File: src/rtl/reset_seq_pkg.sv
// Shared constants for the reset sequencer: FSM state encoding and counter sizing.
package reset_seq_pkg;

    localparam int STATE_W = 2;

    localparam logic [STATE_W-1:0] ST_ASSERT  = 2'd0;
    localparam logic [STATE_W-1:0] ST_HOLD    = 2'd1;
    localparam logic [STATE_W-1:0] ST_RELEASE = 2'd2;
    localparam logic [STATE_W-1:0] ST_DONE    = 2'd3;

    // Down-counter must hold the larger of the two reload values plus one.
    function automatic int cnt_width(input int hold_cycles, input int step_cycles);
        int largest;
        largest = (hold_cycles > step_cycles) ? hold_cycles : step_cycles;
        return $clog2(largest + 1);
    endfunction

endpackage

File: src/rtl/sync_bit_array.sv
// WIDTH parallel bits, each through a STAGES-deep flop chain; synchronous reset loads RST_VAL.
module sync_bit_array #(
    parameter int   WIDTH   = 1,
    parameter int   STAGES  = 2,
    parameter logic RST_VAL = 1'b0
) (
    input  logic             clk_i,
    input  logic             rst_i,
    input  logic [WIDTH-1:0] data,
    output logic [WIDTH-1:0] synced
);

    logic [WIDTH-1:0] stage_q [STAGES];

    always_ff @(posedge clk_i) begin
        if (rst_i) begin
            for (int s = 0; s < STAGES; s++) begin
                stage_q[s] <= {WIDTH{RST_VAL}};
            end
        end else begin
            stage_q[0] <= data;
            for (int s = 1; s < STAGES; s++) begin
                stage_q[s] <= stage_q[s-1];
            end
        end
    end

    assign synced = stage_q[STAGES-1];

endmodule

File: src/rtl/reset_sequencer.sv
// Collects async and software reset requests, holds all downstream domains in reset,
// then releases them one by one in index order with fixed spacing.
module reset_sequencer
    import reset_seq_pkg::*;
#(
    parameter int NUM_REQ     = 2,
    parameter int SYNC_STAGES = 2,
    parameter int NUM_OUT     = 3,
    parameter int HOLD_CYCLES = 16,
    parameter int STEP_CYCLES = 4
) (
    input  logic               clk_i,
    input  logic               rst_i,
    input  logic [NUM_REQ-1:0] req_n_i,
    input  logic               sw_rst_i,
    output logic [NUM_OUT-1:0] rst_n_o,
    output logic               done_o,
    output logic [NUM_REQ:0]   cause_o
);

    if (NUM_REQ < 1 || SYNC_STAGES < 2 || NUM_OUT < 1 ||
        HOLD_CYCLES < 1 || STEP_CYCLES < 1) begin : g_bad_params
        $error("reset_sequencer: illegal parameter values");
    end

    localparam int CNT_W = cnt_width(HOLD_CYCLES, STEP_CYCLES);
    localparam int IDX_W = $clog2(NUM_OUT + 1);

    // The edge that leaves ASSERT already counts as the first hold cycle.
    localparam logic [CNT_W-1:0]   HOLD_LOAD  = CNT_W'((HOLD_CYCLES > 1) ? HOLD_CYCLES - 2 : 0);
    localparam logic [CNT_W-1:0]   STEP_LOAD  = CNT_W'(STEP_CYCLES - 1);
    localparam logic [IDX_W-1:0]   LAST_IDX   = IDX_W'(NUM_OUT - 1);
    localparam logic [STATE_W-1:0] FIRST_NEXT = (NUM_OUT == 1) ? ST_DONE : ST_RELEASE;

    logic [STATE_W-1:0] state;
    logic [CNT_W-1:0]   cnt;
    logic [IDX_W-1:0]   idx;
    logic [NUM_OUT-1:0] rst_n_q;
    logic               done_q;
    logic [NUM_REQ:0]   cause_q;

    logic [NUM_REQ-1:0] req_n_sync;
    logic [NUM_REQ:0]   active_vec;
    logic               any_active;
    logic               first_release;

    sync_bit_array #(
        .WIDTH   (NUM_REQ),
        .STAGES  (SYNC_STAGES),
        .RST_VAL (1'b0)
    ) u_req_sync (
        .clk_i  (clk_i),
        .rst_i  (rst_i),
        .data   (req_n_i),
        .synced (req_n_sync)
    );

    assign active_vec    = {sw_rst_i, ~req_n_sync};
    assign any_active    = |active_vec;
    assign first_release = !any_active &&
                           ((state == ST_ASSERT && HOLD_CYCLES == 1) ||
                            (state == ST_HOLD && cnt == '0));

    // A live request always wins over counter expiry; cause only latches on entry to ASSERT.
    always_ff @(posedge clk_i) begin
        if (rst_i) begin
            state   <= ST_ASSERT;
            cnt     <= '0;
            idx     <= '0;
            rst_n_q <= '0;
            done_q  <= 1'b0;
            cause_q <= '0;
        end else if (any_active) begin
            if (state != ST_ASSERT) begin
                cause_q <= active_vec;
            end
            state   <= ST_ASSERT;
            rst_n_q <= '0;
            done_q  <= 1'b0;
        end else if (first_release) begin
            state   <= FIRST_NEXT;
            rst_n_q <= NUM_OUT'(1);
            done_q  <= (NUM_OUT == 1);
            idx     <= IDX_W'(1);
            cnt     <= STEP_LOAD;
        end else begin
            case (state)
                ST_ASSERT: begin
                    state <= ST_HOLD;
                    cnt   <= HOLD_LOAD;
                end
                ST_HOLD: begin
                    cnt <= cnt - 1'b1;
                end
                ST_RELEASE: begin
                    if (cnt == '0) begin
                        rst_n_q <= rst_n_q | (NUM_OUT'(1) << idx);
                        if (idx == LAST_IDX) begin
                            state  <= ST_DONE;
                            done_q <= 1'b1;
                        end else begin
                            idx <= idx + 1'b1;
                            cnt <= STEP_LOAD;
                        end
                    end else begin
                        cnt <= cnt - 1'b1;
                    end
                end
                default: ;
            endcase
        end
    end

    assign rst_n_o = rst_n_q;
    assign done_o  = done_q;
    assign cause_o = cause_q;

endmodule
File: config.mk
export PLATFORM = sky130hd
export DESIGN_NAME = reset_sequencer
export DESIGN_NICKNAME = d
export VERILOG_FILES = /design/src/rtl/reset_seq_pkg.sv /design/src/rtl/sync_bit_array.sv /design/src/rtl/reset_sequencer.sv
export SDC_FILE = /design/constraint.sdc
export NUM_CORES = 1
export LEC_CHECK = 0
export ABC_AREA = 1
export BUFFER_PORTS_ARGS = -buffer_cell sky130_fd_sc_hd__buf_2
export CORE_ASPECT_RATIO = 0.9
export CORE_UTILIZATION = 55
export CTS_CLUSTER_DIAMETER = 60
export CTS_CLUSTER_SIZE = 8
export DETAILED_ROUTE_END_ITERATION = 10
export PLACE_DENSITY = 0.81
export SLEW_MARGIN = 20
export SYNTH_ARGS = -nofsm -noshare
export SYNTH_HDL_FRONTEND = slang
export SYNTH_HIERARCHICAL = 1
export SYNTH_SLANG_ARGS = --single-unit
File: constraint.sdc
create_clock -name clk_i -period 1.7 [get_ports clk_i]
set_input_delay 0.255 -clock clk_i [delete_from_list [all_inputs] [get_ports clk_i]]
set_output_delay 0.255 -clock clk_i [all_outputs]
set_load 0.02 [all_outputs]
==> summary.txt <==
Outcome
  • Run status: finished clean

Worst setup path
  • Crit path max-delay family: simple AND/OR/NAND/NOR gates
  • Arrival time at the worst endpoint: 1710 ps
  • Crit path cell chain: inv_1, ha_1, nand2_1, nor2_1, nand4_1, nand2_2, inv_1, o21ai_0, nor2_1
  • Master of the slowest instance on the critical path: sky130_fd_sc_hd__dfxtp_1
  • Buffer and inverter count on the worst path: 2
  • Max incr delay on CP: 340 ps
  • Startpoint type of the worst setup path: flip-flop
  • Endpoint class of the critical path: flip-flop
  • Highest fanout seen on the critical path: 4
  • Data required time of the worst path: 1910 ps
  • Critical path class: reg -> reg

Clock network
  • Count of hold buffers inserted by post-cts repair: 0
  • # H-tree levels: 1
  • Clock tree root driver cell: sky130_fd_sc_hd__clkbuf_4
  • Clock latency at the later pin of the worst-skew pair: 300 ps
  • Number of resized instances in the post-cts repair step: 0
  • Number of buffers created by CTS: 3
  • Number of buffers on the longest clock path: 2
  • CTS clock-pin slew for the worst setup and hold paths: 110 ps
  • Number of sinks handled by clock tree synthesis: 20
  • TritonCTS clock tree: built
  • Total setup buffers inserted after CTS: 0

Global route
  • Total track usage: 0.205
  • Overflow left after global routing: 0
  • Initial antenna violation count: 0
  • Global-route wire length before repair: 3330 microns
  • Number of global-route vias before repair: 853
  • Largest net degree at the start of global routing: 13

Die
  • Row Count: 14
  • Die ar.: 2120 sq um
  • Total core area: 1750 sq um
  • Die height: 43.7 microns
  • I/O pin count: 12
  • Horiz. Die Dim: 48.4 microns
  • Starting Density: 0.608

Logic synthesis
  • Ranking of synthesized cells by instance count: 29 x sky130_fd_sc_hd__nand2_1, 25 x sky130_fd_sc_hd__inv_1, 22 x sky130_fd_sc_hd__nor2_1, 20 x sky130_fd_sc_hd__dfxtp_1, 9 x sky130_fd_sc_hd__a21oi_1
  • Proportion of synthesized chip area in sequential cells: 0.376
  • Synthesized cell area: 1060 sq um
  • Syn avg cell area: 7.19 sq um
  • Number of enable-type register cells in the synthesized netlist: 0
  • Dominant register cell in the synthesized netlist: sky130_fd_sc_hd__dfxtp_1
  • Biggest area consumer among synthesized cells: sky130_fd_sc_hd__dfxtp_1
  • Number of nets produced by synthesis: 161
  • Cells taking the most area after synthesis: sky130_fd_sc_hd__dfxtp_1 38%, sky130_fd_sc_hd__nand2_1 10%, sky130_fd_sc_hd__ha_1 9.4%
  • Synth async-reset ratio: 0
  • Number of storage elements in the synthesis netlist: 20
  • Yosys warns: 6
  • Number of instances in the synthesized netlist: 148
  • Fraction of synthesized cell area taken by the top area cell type: 0.376
  • Cell variety after synth: 21
  • Most repeated cell in the gate-level netlist after synthesis: sky130_fd_sc_hd__nand2_1

Cells and area
  • Area growth from synthesis to layout: 9.28%
  • Final core utilization: 0.664
  • Inserted Diodes: 0
  • Final non-filler cell total: 184
  • Layout cells sized above 1: 0.181
  • Register area: 400 sq um
  • Layout Nets: 174
  • Multi-input gate area in the final layout: 533 sq um
  • Fill cell total of the finished layout: 161

Detailed routing
  • Residual antenna-violating net count after detailed routing: 0
  • Top routing layer in use: met4
  • Drt initial violations: 25
  • Met3 layer wire length in the routed design: 47 microns
  • Total length of routed met2 wires: 945 microns
  • Drc violations: 0
  • Detailed-router iteration count before antenna repair: 4
  • Drt total wl: 1950 microns
  • Number of vias after detailed routing: 916
  • Wire length the detailed router placed on met1: 913 microns
  • Per-cell routed wire length: 10.6 microns
  • Detailed-route vias per instance: 4.98

Power and ir drop
  • Leak: 0.524 nW
  • Cell Int Power: 0.614 mW
  • Power per Cell Area: 663 nW/um^2
  • Switching power as a share of total power: 0.204
  • Reg power frac: 0.617
  • Worst voltage drop across the vdd grid: 0.652 mV
  • Total net switching power: 0.157 mW
  • Fraction of power consumed by the clock network: 0.348
  • Comb power frac: 0.035

STA
  • Remaining max-slew budget at the tightest pin: 0.847
  • F_max: 666 MHz
  • Slew Limit Fails: 0
  • Share of the clock period used by the worst path after layout: 0.884
  • Setup repair after global routing missed its margin: no
  • Endpoints failing hold: 0
  • Final Skew: 7.57 ps
  • Final critical path time including I/O delays and setup: 1500 ps
  • Final setup vio count: 0
  • Accumulated negative setup slack: 0 ps
  • WHS: 144 ps
  • Minimum setup slack in the final design: 198 ps
  • Worst slew pin tran: 230 ps

Placement
  • Worst setup slack after placement: 237 ps
  • Final weighted congestion in routability-driven placement: 0.884
  • HPWL reported at the end of detailed placement: 1520 microns
  • Number of buffers inserted by port buffering: 11
  • Cells after DPL: 180

Hold path
  • Worst hold path type: in -> reg

Run
  • Number of violations of the max-capacitance limit: 0
## metal layers
layer	GRT usage	up-vias
li1	-	474
met1	0.237	418
met2	0.380	19
met3	0.0211	5
met4	0.112	0
met5	0	-
## worst register-to-register path: cells and delay by family, from the launching register on
kind	cells	cell delay (ps)
buffers and inverters	2	160
AND/OR/NAND/NOR	5	500
flip-flops	1	340
AO/OA/AOI/OAI	1	150
adder cells (fa/ha/maj)	1	260
## registers in the layout, indices dropped and copies added, names as in the netlist
register / count
cause_o: 3
cnt: 5
done_o: 1
idx: 2
rst_n_o: 3
state: 2
u_req_sync/stage_q: 4
## cell usage in the layout, fill, tap and decap left out, drive strengths merged, types with 3 or more instances in the layout
master,instances
nand2,31
inv,29
nor2,28
dfxtp,20
buf,11
a21oi,9
ha,8
o21ai,7
nand3,5
clkbuf,4
nand4,3
## worst paths after layout
kind                                             from                                  end  slack (ps)  depth (start not counted)
hold reg to reg   u_req_sync/stage_q[0][1]$_SDFF_PP0_  u_req_sync/stage_q[0][3]$_SDFF_PP0_         410                          2
hold / removal                             req_n_i[0]  u_req_sync/stage_q[0][0]$_SDFF_PP0_         140                          3
setup reg to reg                  cnt[0]$_SDFFE_PP0P_                  cnt[0]$_SDFFE_PP0P_         200                          9
setup / recovery                  cnt[0]$_SDFFE_PP0P_                  cnt[0]$_SDFFE_PP0P_         200                          9
## logic make-up after synthesis
kind of cell | Yosys count | synth area share
xor+xnor | 1 | 0.00823
flops | 20 | 0.376
simple gates | 69 | 0.311
buf+inv | 32 | 0.123
fa+ha+maj | 8 | 0.0940
compound gates | 18 | 0.0869
## metrics by stage
step | cell area [sq um] | power [mW]
after detailed placement | 1130 | 0.514
after floorplan | 1060 | 0.507
after global routing | 1160 | 0.803
after CTS | 1160 | 0.782
final | 1160 | 0.772
after global placement | 1130 | 0.513
## power groups by stage
stage | Combinational [mW] | Sequential, mW | Clock [mW]
3_5_place_dp | 0.0270 | 0.487 | 0
2_1_floorplan | 0.0211 | 0.486 | 0
6_report | 0.0271 | 0.476 | 0.269
3_3_place_gp | 0.0263 | 0.487 | 0
4_1_cts | 0.0270 | 0.476 | 0.279
5_1_grt | 0.0303 | 0.477 | 0.296
## final cells by class
type                            count  area share
Multi-Input combinational cell     96       0.458
Sequential cell                    20       0.344
Inverter                           29      0.0935
Timing Repair Buffer               11      0.0473
Clock buffer                        4      0.0312
Tap cell                           24      0.0258
No activity file was read; power rests on OpenSTA's default activity.
